### config.mk
export PLATFORM = sky130hd
export DESIGN_NAME = dmem_arbiter
export DESIGN_NICKNAME = d
export VERILOG_FILES = /design/src/rtl/dmem_arbiter.sv
export SDC_FILE = /design/constraint.sdc
export NUM_CORES = 1
export LEC_CHECK = 0
export BUFFER_PORTS_ARGS = -buffer_cell sky130_fd_sc_hd__buf_4
export CORE_AREA = 5 5 114 116
export CTS_CLUSTER_DIAMETER = 150
export DETAILED_ROUTE_END_ITERATION = 16
export DIE_AREA = 0 0 119 121
export HOLD_SLACK_MARGIN = 0.12
export PLACE_DENSITY_LB_ADDON = 0.3
export SYNTH_ARGS = -nofsm -noshare
export SYNTH_HDL_FRONTEND = slang
export SYNTH_SLANG_ARGS = --single-unit
### constraint.sdc
create_clock -name clock -period 2.1 [get_ports clock]
set_input_delay 0.42 -clock clock [delete_from_list [all_inputs] [get_ports clock]]
set_output_delay 0.42 -clock clock [all_outputs]
set_load 0.05 [all_outputs]
### src/rtl/dmem_arbiter.sv
// Two-requester data-memory arbiter: the CPU has priority, and a bounded-wait counter force-grants the peripheral.
// Optional build macro DMEM_ARB_WPROT_EN blocks peripheral writes below PER_WR_BASE and pulses per_err instead.
module dmem_arbiter #(
    parameter int unsigned MAX_WAIT    = 4,
    parameter logic [31:0] PER_WR_BASE = 32'h0000_0800
) (
    input  logic        clock,
    input  logic        reset,
    input  logic        cpu_req,
    input  logic        cpu_wren,
    input  logic [31:0] cpu_addr,
    input  logic [31:0] cpu_wdata,
    output logic        cpu_stall,
    output logic        cpu_rvalid,
    output logic [31:0] cpu_rdata,
    input  logic        per_req,
    input  logic        per_wren,
    input  logic [31:0] per_addr,
    input  logic [31:0] per_wdata,
    output logic        per_gnt,
    output logic        per_rvalid,
    output logic [31:0] per_rdata,
    output logic        per_err,
    output logic [31:0] address_dmem,
    output logic [31:0] data,
    output logic        wren,
    input  logic [31:0] q_dmem
);

    typedef enum logic [1:0] {
        RD_NONE = 2'd0,
        RD_CPU  = 2'd1,
        RD_PER  = 2'd2
    } rd_state_e;

    localparam logic [3:0] MAX_CNT = 4'(MAX_WAIT);

    rd_state_e  rd_state, rd_next;
    logic [3:0] wait_cnt, wait_next;
    logic       forced, cpu_gnt, wr_block;

    // The peripheral wins only after MAX_WAIT consecutive denied cycles.
    assign forced = per_req && (wait_cnt == MAX_CNT);

    // NOTE: every combinational output gets a default first so no path can infer a latch.
    always_comb begin
        cpu_gnt = 1'b0;
        per_gnt = 1'b0;
        if (reset) begin
            cpu_gnt = cpu_req && !forced;
            per_gnt = per_req && (!cpu_req || forced);
        end
    end

`ifdef DMEM_ARB_WPROT_EN
    assign wr_block = per_gnt && per_wren && (per_addr < PER_WR_BASE);
`else
    logic unused_wr_base;
    assign unused_wr_base = ^PER_WR_BASE;
    assign wr_block       = 1'b0;
`endif

    assign cpu_stall = reset && cpu_req && !cpu_gnt;
    assign per_err   = wr_block;

    // A blocked peripheral write still retires (per_gnt high) but never reaches memory.
    always_comb begin
        address_dmem = '0;
        data         = '0;
        wren         = 1'b0;
        if (reset) begin
            address_dmem = cpu_addr;
            if (cpu_gnt) begin
                data = cpu_wdata;
                wren = cpu_wren;
            end else if (per_gnt) begin
                address_dmem = per_addr;
                if (!wr_block) begin
                    data = per_wdata;
                    wren = per_wren;
                end
            end
        end
    end

    always_comb begin
        wait_next = 4'd0;
        if (per_req && !per_gnt)
            wait_next = (wait_cnt == MAX_CNT) ? wait_cnt : wait_cnt + 4'd1;
    end

    always_comb begin
        rd_next    = RD_NONE;
        cpu_rvalid = 1'b0;
        cpu_rdata  = '0;
        per_rvalid = 1'b0;
        per_rdata  = '0;
        if (cpu_gnt && !cpu_wren)
            rd_next = RD_CPU;
        else if (per_gnt && !per_wren)
            rd_next = RD_PER;
        case (rd_state)
            RD_CPU: begin
                cpu_rvalid = 1'b1;
                cpu_rdata  = q_dmem;
            end
            RD_PER: begin
                per_rvalid = 1'b1;
                per_rdata  = q_dmem;
            end
            default: ;
        endcase
    end

    // NOTE: registered state uses non-blocking assignments so every flop samples pre-edge values.
    always_ff @(posedge clock) begin
        if (!reset) begin
            rd_state <= RD_NONE;
            wait_cnt <= 4'd0;
        end else begin
            rd_state <= rd_next;
            wait_cnt <= wait_next;
        end
    end

endmodule

Word level (Yosys, flattened, before mapping). Index checks and enable logic that the tools add are counted.

Register bits after elaboration: 6. Latch bits: 0. RAM bits: 0. ROM bits: 0. Input bits: 166. Output and inout port bits: 134. Word-level logic and storage cells: 42. Memories: 0.

Add/sub/neg operators: 1. Multiply operators: 0. Div/mod/pow operators: 0. $lt $le $gt $ge: 0. Eq/ne operators: 3. Shift operators: 0. Mux-type cells: 17. Bitwise gates (word level): 1. Reductions and logical operators: 17.

Operator list (count): $mux 32 (8); $logic_and 1x1->1 (8); $mux 1 (8); $logic_not 1->1 (6); $add 4x1->4 const B (1); $eq 4x3->1 const B (1); $eq 2x1->1 const B (1); $eq 2x2->1 const B (1); $mux 2 (1); $reduce_and 2->1 (1); $reduce_or 2->1 (1); $logic_or 1x1->1 (1); $not 1->1 (1).

Depth between registers and ports, before layout.
Depth after elaboration: 8. Depth in mapped cells: 7. Mapped depth without buffers: 5.

Worst setup path before layout. No wires, ideal clock.

Path kind: register to output. From: reg wait_cnt[0]. To: out address_dmem[22]. Arrival: 1933 ps. Data required time: 1680 ps. Setup slack: -253 ps. Cell stages (with the launch flop): 8. Path buffers: 2. Path through: dfxtp_1 inv_1 ha_1 nand3b_1 a21oi_2 buf_4 buf_4 o22ai_1.

Longest elaborated chain between the ends: 8. Elaborated cells on any way between the ends: 11. Classes of those cells: eq/ne: 1; mux: 5; reduce/logical: 5.

Ends and longest elaborated chain: start: declaration (line 39) `logic [3:0] wait_cnt, wait_next;`; start signal: assignment (line 122) `wait_cnt <= wait_next;`; $eq 4x3->1 (line 43) `assign forced = per_req && (wait_cnt == MAX_CNT);`; $logic_and 1x1->1 (line 43); $logic_or 1x1->1 (line 51) `per_gnt = per_req && (!cpu_req || forced);`; $logic_and 1x1->1 (line 51); $mux 1 (line 49) `if (reset) begin`; net per_gnt (line 20) `output logic per_gnt,`; $mux 32 (line 76) `end else if (per_gnt) begin`; $mux 32 (line 73) `if (cpu_gnt) begin`; $mux 32 (line 71) `if (reset) begin`; end: declaration (line 24) `output logic [31:0] address_dmem,`.

The timed path passes the listed nets, and every way through them passes these cells.

Worst setup path in the final report.
From: reg wait_cnt[1]. To: out address_dmem[23].

Longest elaborated chain between the ends: 8. Elaborated cells on any way between the ends: 11. Classes of those cells: eq/ne: 1; mux: 5; reduce/logical: 5.

Ends and longest elaborated chain (line): $eq 4x3->1 (*) (43); $logic_and 1x1->1 (*) (43); $logic_or 1x1->1 (51); $logic_and 1x1->1 (51); $mux 1 (49); $mux 32 (76); $mux 32 (*) (73); $mux 32 (*) (71).

Mark *: on every way between the ends. The rest lies on a longest branch, timed or not.

==> impl_metrics.env <==
export IMPL_critPathBufInv=4
export IMPL_rsz0062_at_grt="true"
export IMPL_area_delta_synth_final_pct=222
export IMPL_syn_num_nets=422
export IMPL_worstSetupEndpointType="output port"
export IMPL_dp_hpwl_mm=8.63
export IMPL_synth_cell_types=24
export IMPL_antenna_found_initial=0
export IMPL_fin_cells=706
export IMPL_critPathTopFamily="buffers and inverters"
export IMPL_dieHeight_um=121
export IMPL_worstHoldPathType="input pin to flip-flop"
export IMPL_path_class="flip-flop to output port"
export IMPL_die_width_um=119
export IMPL_synth_area_mm2=0.00162
export IMPL_ys_ff_latch=6
export IMPL_place_area_mm2=0.00414
export IMPL_insertion_delay_ns=0.23
export IMPL_cts_sinks=6
export IMPL_grt_max_degree=34
export IMPL_hold_slack_ns=0.368
export IMPL_hold_buffers=0
export IMPL_post_place_ws_ns=0.0763
export IMPL_layout_commonest_cell="buf_4"
export IMPL_io_buffer_count=298
export IMPL_hold_viol_final=0
export IMPL_track_usage=0.145
export IMPL_die_area_mm2=0.0144
export IMPL_status="finished with violations"
export IMPL_drcViolationCount=0
export IMPL_cpPeakStageDelay_ns=0.31
export IMPL_viasPerCell=4.35
export IMPL_dp_cells=680
export IMPL_synth_enable_flop_cells=0
export IMPL_grt_pass1_wl_mm=17.0
export IMPL_drive_above_1_share=0.674
export IMPL_critPathLaunchType="flip-flop"
export IMPL_detail_route_antenna_nets=0
export IMPL_cts_path_max_buffers=2
export IMPL_gp_congestion=0.880
export IMPL_finalSetupViolCount=65
export IMPL_violations="setup timing"
export IMPL_gr_total_overflow=0
export IMPL_cap_violations=0
export IMPL_p_per_area_mw_per_mm2=334
export IMPL_design_area_mm2=0.00521
export IMPL_antennaDiodeCount=0
export IMPL_grt_pass1_vias=3219
export IMPL_syn_mean_instance_area_um2=6.37
export IMPL_detail_route_wl_per_cell_um=16.6
export IMPL_cts_tree="built"
export IMPL_critical_path_slowest_cell="dfxtp_2"
export IMPL_drtPass1Iterations=5
export IMPL_clkTransAtPathRegs_ns=0.03
export IMPL_synthFlopType="dfxtp_1"
export IMPL_cts_buffers=3
export IMPL_io_pins=300
export IMPL_fin_skew_ns=0.00237
export IMPL_htree_levels=1
export IMPL_final_net_count=729
export IMPL_drt_iter0_drc=95
export IMPL_tns_ns=-3.67
export IMPL_cp_required_ns=1.68
export IMPL_final_util=0.441
export IMPL_final_cell_mix="buf_4 (244), nand2_1 (66), and2_1 (65)"
export IMPL_vias=3069
export IMPL_yosys_warnings=0
export IMPL_synth_async_reset_ratio=0
export IMPL_period_needed_ns=2.20
export IMPL_crit_chain="inv_2 -> ha_4 -> nand3b_1 -> buf_4 -> and2_4 -> clkbuf_16 -> o22ai_4 -> buf_6"
export IMPL_rows=40
export IMPL_syn_inst=254
export IMPL_wirelength_mm=11.7
export IMPL_fp_coreArea_mm2=0.0118
export IMPL_fmax_mhz=454
export IMPL_setup_ws_ns=-0.101
export IMPL_drv_slew=0
export IMPL_critPathMaxFanout=8
export IMPL_ys_seq_area_frac=0.0742
export IMPL_start_util=0.137
export IMPL_period_share=1.05
export IMPL_ir_drop_v=0.000175
export IMPL_power_total_mw=1.74
export IMPL_root_buffer="clkbuf_16"
export IMPL_p_leak_nw=2.53
export IMPL_arrival_ns=1.78
[sequential cells by signal, indices dropped and copies added (netlist names)]
signal    cells
wait_cnt      4
rd_state      2
[where the power goes]
part	internal [mW]	switching [mW]	total (mW)
logic	0.598	0.718	1.32
clock network	0.244	0.0614	0.305
registers	0.117	0.00122	0.118
[cell usage after synthesis, types with 3 or more instances]
master | n | area, um^2
a22o_1 | 33 | 289
o22ai_1 | 32 | 200
buf_2 | 7 | 35.0
dfxtp_1 | 6 | 120
nand2_1 | 66 | 248
nor3_1 | 3 | 15.0
clkbuf_1 | 9 | 33.8
nor2b_1 | 3 | 18.8
buf_4 | 8 | 60.1
and2_1 | 66 | 413
buf_6 | 5 | 56.3
[cell families (layout without fill, tap and decap cells)]
kind of cell,count (synthesis),count (layout),synth area share
xor+xnor,2,2,0.0108
buf+inv,31,336,0.119
simple gates,145,145,0.460
flops,6,6,0.0742
other cells,1,1,0.00232
compound gates,67,67,0.318
fa+ha+maj,2,2,0.0155
[routing by layer]
layer | vias to the layer above | share of wire | global-route usage
met5 | - | 0 | 0
li1 | 1491 | - | -
met2 | 174 | 0.54 | 0.277
met4 | 0 | 0.018 | 0.0340
met3 | 16 | 0.095 | 0.0476
met1 | 1388 | 0.34 | 0.152
[worst paths after layout]
kind	from	to	slack, ns	cells past startpoint
min	cpu_wren	rd_state[0]	0.37	2
max reg2reg	wait_cnt[0]	rd_state[0]	0.60	8
min reg2reg	wait_cnt[0]	wait_cnt[0]	0.53	2
max	wait_cnt[1]	address_dmem[23]	-0.10	8
[repair_timing]
item	4_1_cts	5_1_grt
pin swaps	19	22
setup endpoints to repair	66	66
setup buffers	12	1
gates cloned	10	2
endpoints found under the hold margin	0	0
resized for setup	94	35
[final cells by class]
class                      count  area (um^2)
inverter                       2         7.51
sequential                     6          123
tap                          147          184
timing repair buffer         331         3060
fill                        1132         6610
multi-input combinational    217         1750
clock buffer                   3         75.1
(Power assumes the default switching activity.)
